### config.mk
export PLATFORM = sky130hd
export DESIGN_NAME = pal_cfg_loader
export DESIGN_NICKNAME = d
export VERILOG_FILES = /design/src/rtl/pal_cfg_loader.sv
export SDC_FILE = /design/constraint.sdc
export NUM_CORES = 1
export LEC_CHECK = 0
export CAP_MARGIN = 20
export CORE_MARGIN = 4
export CORE_UTILIZATION = 29
export DETAILED_ROUTE_END_ITERATION = 6
export GPL_ROUTABILITY_DRIVEN = 0
export MAX_ROUTING_LAYER = met4
export PLACE_DENSITY = 0.51
export SYNTH_ARGS = -nofsm -noshare
export SYNTH_HDL_FRONTEND = slang
export SYNTH_SLANG_ARGS = --single-unit
export TNS_END_PERCENT = 100
### constraint.sdc
create_clock -name CLK -period 1.81 [get_ports CLK]
set_input_delay 0.362 -clock CLK [delete_from_list [all_inputs] [get_ports CLK]]
set_output_delay 0.362 -clock CLK [all_outputs]
set_load 0.005 [all_outputs]
### src/rtl/pal_cfg_loader.sv
// pal_cfg_loader: streams a PAL configuration bitstream, delivered as bytes,
// MSB first onto the PAL's serial CFG input. It raises CFG_VALID once
// CFG_BITS bits have been shifted.
// Optional feature: define PAL_CFG_CRC_EN to accept a CRC-8 trailer byte
// (poly 0x07, init 0x00, MSB-first) after the payload. The load then ends in
// ERROR when the trailer does not match.
module pal_cfg_loader #(
  parameter int N        = 8,
  parameter int M        = 4,
  parameter int P        = 4,
  parameter int CFG_BITS = 2*N*P + P*M
) (
  input  logic       CLK,
  input  logic       RES_N,
  input  logic       START,
  input  logic [7:0] BYTE_IN,
  input  logic       BYTE_VALID,
  output logic       BYTE_READY,
  output logic       CFG_BIT,
  output logic       SHIFT_EN,
  output logic       BUSY,
  output logic       CFG_VALID,
  output logic       ERR
);

  // Sized so that the counter can hold CFG_BITS itself without wrapping.
  localparam int CW = $clog2(CFG_BITS + 1);

  typedef enum logic [2:0] {
    S_IDLE, S_LOAD, S_SHIFT, S_CHECK, S_DONE, S_ERROR
  } state_e;

  state_e          state_q, state_d;
  logic [7:0]      shreg_q, shreg_d;
  logic [CW-1:0]   count_q, count_d;
  logic [2:0]      bit_idx_q, bit_idx_d;
  logic            cfg_valid_q, cfg_valid_d;
  logic            byte_ready_q, byte_ready_d;
  logic            shift_en_q, shift_en_d;
  logic            cfg_bit_q, cfg_bit_d;
  logic            busy_q, busy_d;
  logic            last_bit;
`ifdef PAL_CFG_CRC_EN
  logic [7:0]      crc_q, crc_d;
  logic            err_q, err_d;
`endif

  // The byte ends after bit 7. It also ends early when the whole stream is
  // complete, so the unused LSBs of a final partial byte are dropped.
  assign last_bit = (bit_idx_q == 3'd7) || (count_q == CW'(CFG_BITS - 1));

  // Next-state logic and the next values of all outputs. Every output is
  // a flop, so the PAL never sees a combinational path from BYTE_IN or START.
  always_comb begin
    state_d      = state_q;
    shreg_d      = shreg_q;
    count_d      = count_q;
    bit_idx_d    = bit_idx_q;
    cfg_valid_d  = cfg_valid_q;
`ifdef PAL_CFG_CRC_EN
    crc_d        = crc_q;
    err_d        = err_q;
`endif
    case (state_q)
      S_IDLE, S_DONE, S_ERROR: begin
        if (START) begin
          state_d     = S_LOAD;
          cfg_valid_d = 1'b0;
          count_d     = '0;
`ifdef PAL_CFG_CRC_EN
          crc_d       = 8'h00;
          err_d       = 1'b0;
`endif
        end
      end
      S_LOAD: begin
        if (BYTE_VALID) begin
          shreg_d   = BYTE_IN;
          bit_idx_d = 3'd0;
          state_d   = S_SHIFT;
        end
      end
      S_SHIFT: begin
        shreg_d   = {shreg_q[6:0], 1'b0};
        count_d   = count_q + CW'(1);
        bit_idx_d = bit_idx_q + 3'd1;
`ifdef PAL_CFG_CRC_EN
        crc_d     = {crc_q[6:0], 1'b0} ^ ((crc_q[7] ^ shreg_q[7]) ? 8'h07 : 8'h00);
`endif
        if (last_bit) begin
          state_d = (count_q == CW'(CFG_BITS - 1)) ? S_CHECK : S_LOAD;
        end
      end
      S_CHECK: begin
`ifdef PAL_CFG_CRC_EN
        if (BYTE_VALID) begin
          if (BYTE_IN == crc_q) begin
            state_d     = S_DONE;
            cfg_valid_d = 1'b1;
          end else begin
            state_d     = S_ERROR;
            err_d       = 1'b1;
          end
        end
`else
        state_d     = S_DONE;
        cfg_valid_d = 1'b1;
`endif
      end
      default: state_d = S_IDLE;
    endcase

`ifdef PAL_CFG_CRC_EN
    byte_ready_d = (state_d == S_LOAD) || (state_d == S_CHECK);
`else
    byte_ready_d = (state_d == S_LOAD);
`endif
    shift_en_d = (state_d == S_SHIFT);
    cfg_bit_d  = (state_d == S_SHIFT) ? shreg_d[7] : 1'b0;
    busy_d     = (state_d == S_LOAD) || (state_d == S_SHIFT) || (state_d == S_CHECK);
  end

  // State and output registers. The asynchronous reset drops every output
  // at once, even in the middle of a load.
  always_ff @(posedge CLK or negedge RES_N) begin
    if (!RES_N) begin
      state_q      <= S_IDLE;
      shreg_q      <= '0;
      count_q      <= '0;
      bit_idx_q    <= '0;
      cfg_valid_q  <= 1'b0;
      byte_ready_q <= 1'b0;
      shift_en_q   <= 1'b0;
      cfg_bit_q    <= 1'b0;
      busy_q       <= 1'b0;
`ifdef PAL_CFG_CRC_EN
      crc_q        <= 8'h00;
      err_q        <= 1'b0;
`endif
    end else begin
      state_q      <= state_d;
      shreg_q      <= shreg_d;
      count_q      <= count_d;
      bit_idx_q    <= bit_idx_d;
      cfg_valid_q  <= cfg_valid_d;
      byte_ready_q <= byte_ready_d;
      shift_en_q   <= shift_en_d;
      cfg_bit_q    <= cfg_bit_d;
      busy_q       <= busy_d;
`ifdef PAL_CFG_CRC_EN
      crc_q        <= crc_d;
      err_q        <= err_d;
`endif
    end
  end

  assign BYTE_READY = byte_ready_q;
  assign SHIFT_EN   = shift_en_q;
  assign CFG_BIT    = cfg_bit_q;
  assign BUSY       = busy_q;
  assign CFG_VALID  = cfg_valid_q;
`ifdef PAL_CFG_CRC_EN
  assign ERR        = err_q;
`else
  assign ERR        = 1'b0;
`endif

endmodule

==> flow_summary.toml <==
[sta]
final_max_slew_viol_count = 0
min_period_over_period_pct = 87.5
setup_viol = 0
max_freq_mhz = 631
rsz0062_at_grt = "no"
fin_setup_tns_ns = 0
skew_ns = 0.00496
fin_crit_ns = 1.58
fin_ws_ns = 0.226
hold_viol = 0

[clocking]
path_clk_slew_ns = 0.09
postCtsHoldBufs = 0
clock_sinks = 25
cts_buffers = 3
clockBufferDepth = 2
htree_levels = 1
cts_resized = 0
clk_latency_ns = 0.26
cts_tree = "yes"
root_buffer = "clkbuf_8"
postCtsSetupRepairBufs = 0

[synth]
ys_seq_area_share_pct = 51.9
avgSynthCellArea_um2 = 10.6
synth_top_family_by_area = "simple AND/OR/NAND/NOR gates"
yosysWarnings = 0
syn-num-nets = 129
netlist_area_um2 = 1200
yosys.area_share.simple_pct = 21.8
async_flop_share_pct = 100
synth.area.top_cells = "dfrtp_1 (52%), nand2_1 (5.9%), a22oi_1 (3.7%), a22o_1 (3.6%), mux2i_1 (3.3%)"
synth_xor_area_share_pct = 0.727
synth_adder_area_share_pct = 3.12
synth-edff-count = 0
synth_mux_area_share_pct = 3.32
synthCells = 114
synth_cell_types = 35
synth_top_flop_cell = "dfrtp_1"
yosys.cell_count.top_type = "dfrtp_1"
yosysTopAreaCell = "dfrtp_1"
synth_compound_area_share_pct = 14.6
synth_top_area_share_pct = 51.9
synth-seq-cells = 25
synth_common_cells = "dfrtp_1 (25), nand2_1 (19), a22oi_1 (6)"

[die]
core_um2 = 4000
die_w_um = 72.5
num_io_pins = 18
fp-row-count = 23
dieHeight_um = 72.5
initial_utilization_pct = 30.1
die-area_um2 = 5250

[setup_path]
critPathTopFamily = "adder cells"
worstSetupStartpointType = "register"
reg2reg_depth = 6
cp_common_cell = "ha_1"
cp_num_buf_inv = 0
cp.required_ns = 2.01
critPathArrivalTime_ns = 1.79
ff2ff_setup_slack_ns = 0.23
cp_cell_sequence = "ha_1 > ha_1 > nor3b_1 > a21oi_1 > o21ai_0 > nand2b_1"
worstPathMaxFanout = 3
reg2reg_from = "bit_idx_q[0]"
timing.rr.end = "BUSY"
crit_slowest_cell = "dfrtp_1"
crit_path_max_incr_delay_ns = 0.40
critPathKind = "reg -> reg"
endpoint_kind = "register"

[finish]
utilization_pct = 36.6
areaGrowthSynthToFinish_pct = 21.5
final_nets = 148
final_cells = 182
drive_above_1_share_pct = 9.09
insertedDiodeCount = 0

[power]
vdd_ir_drop_max_uv = 385
power.static_leakage_nw = 0.674
powerDensity_nw_per_um2 = 1400

[grt]
grt_max_degree = 26
overflow = 0
grt_pass1_wl_um = 4230
grt_usage_pct = 10.3
antenna_found_initial = 0
grt_pass1_vias = 949

[placed_design]
dp_hpwl_um = 1690
dp.cells = 178
port_buffers = 16
place_ws_ns = 0.143

[detailed_routing]
drt-pass1-iter-count = 4
drt-vias-per-instance = 4.74
route.detailed.drc = 0
dr.first_iter.drc_count = 55
totalWireLength_um = 2280
ant_nets = 0
routedWlPerCell_um = 12.5
num_vias = 863

[flow_run]
maxCapViolCount = 0

[hold_path]
hp-class = "in -> async"

[run_status]
status = "completed"
==> cells in the final DEF (no fill, tap or decap), drive strengths merged <==
cell	count
buf	5
o22a	1
nor2	6
nand2	19
nand2b	3
nand3b	1
and2	1
and3	2
inv	1
a21oi	5
clkdlybuf4s50	16
a22o	5
o2bb2ai	1
clkbuf	4
xnor2	1
a2bb2oi	1
or3b	1
conb	1
o21ai	5
nand3	2
nor3b	3
ha	3
and4	1
dfrtp	25
o211ai	1
nor2b	5
and4bb	1
nand4	1
mux2i	4
and2b	1
a22oi	6
==> kinds of logic (layout without fill, tap and decap cells) <==
family,after synthesis,count (layout)
buffers and inverters,8,26
multiplexers,4,4
other,1,1
flip-flops,25,25
AO/OA/AOI/OAI,25,25
XOR/XNOR,1,1
AND/OR/NAND/NOR,47,47
adder cells (fa/ha/maj),3,3
==> where the power goes <==
part / internal (mW) / switching, mW
registers: 0.756 / 0.148
clock network: 0.157 / 0.165
logic: 0.411 / 0.407
total: 1.32 / 0.721
==> state kept, by name (all words and copies together), names as in the netlist <==
register,cells
CFG_BIT,1
shreg_q,7
SHIFT_EN,1
count_q,7
state_q,3
BYTE_READY,1
BUSY,1
bit_idx_q,3
CFG_VALID,1
==> worst max-delay path by stage <==
stage	start	to	slack, ns	depth (start not counted)
after floorplan	state_q[0]	count_q[2]	0.38	5
after global placement	BYTE_VALID	BYTE_READY	0.16	5
after detailed placement	BYTE_VALID	shreg_q[0]	0.14	4
after CTS	bit_idx_q[0]	BUSY	0.21	6
after global routing	bit_idx_q[0]	BUSY	0.11	6
final	bit_idx_q[0]	BUSY	0.23	6
==> area by class of cell <==
| cell class | count | area, um^2 |
|---|---|---|
| fillers | 393 | 2540 |
| inverters | 1 | 3.75 |
| clock buffers | 4 | 45.0 |
| well taps | 50 | 62.6 |
| multi-input cells | 81 | 529 |
| repair buffers | 21 | 198 |
| flip-flops and latches | 25 | 626 |
==> per-layer routing <==
| layer | track usage (%) | routed length, um | vias up |
|---|---|---|---|
| li1 | - | - | 433 |
| met1 | 13.2 | 1100 | 402 |
| met2 | 15.8 | 1020 | 22 |
| met3 | 1.80 | 108 | 6 |
| met4 | 4.51 | 50 | 0 |
| met5 | - | 0 | - |
==> through the flow <==
stage | hold slack [ns] | power [mW] | area, um^2
finish | 0.461 | 2.05 | 1460
global route | 0.501 | 2.23 | 1460
detailed placement | 0.463 | 1.75 | 1420
floorplan | 0.0664 | 1.49 | 1200
CTS | 0.474 | 2.07 | 1460
global placement | 0.455 | 1.72 | 1420
Power figures use the tool's default switching activity.
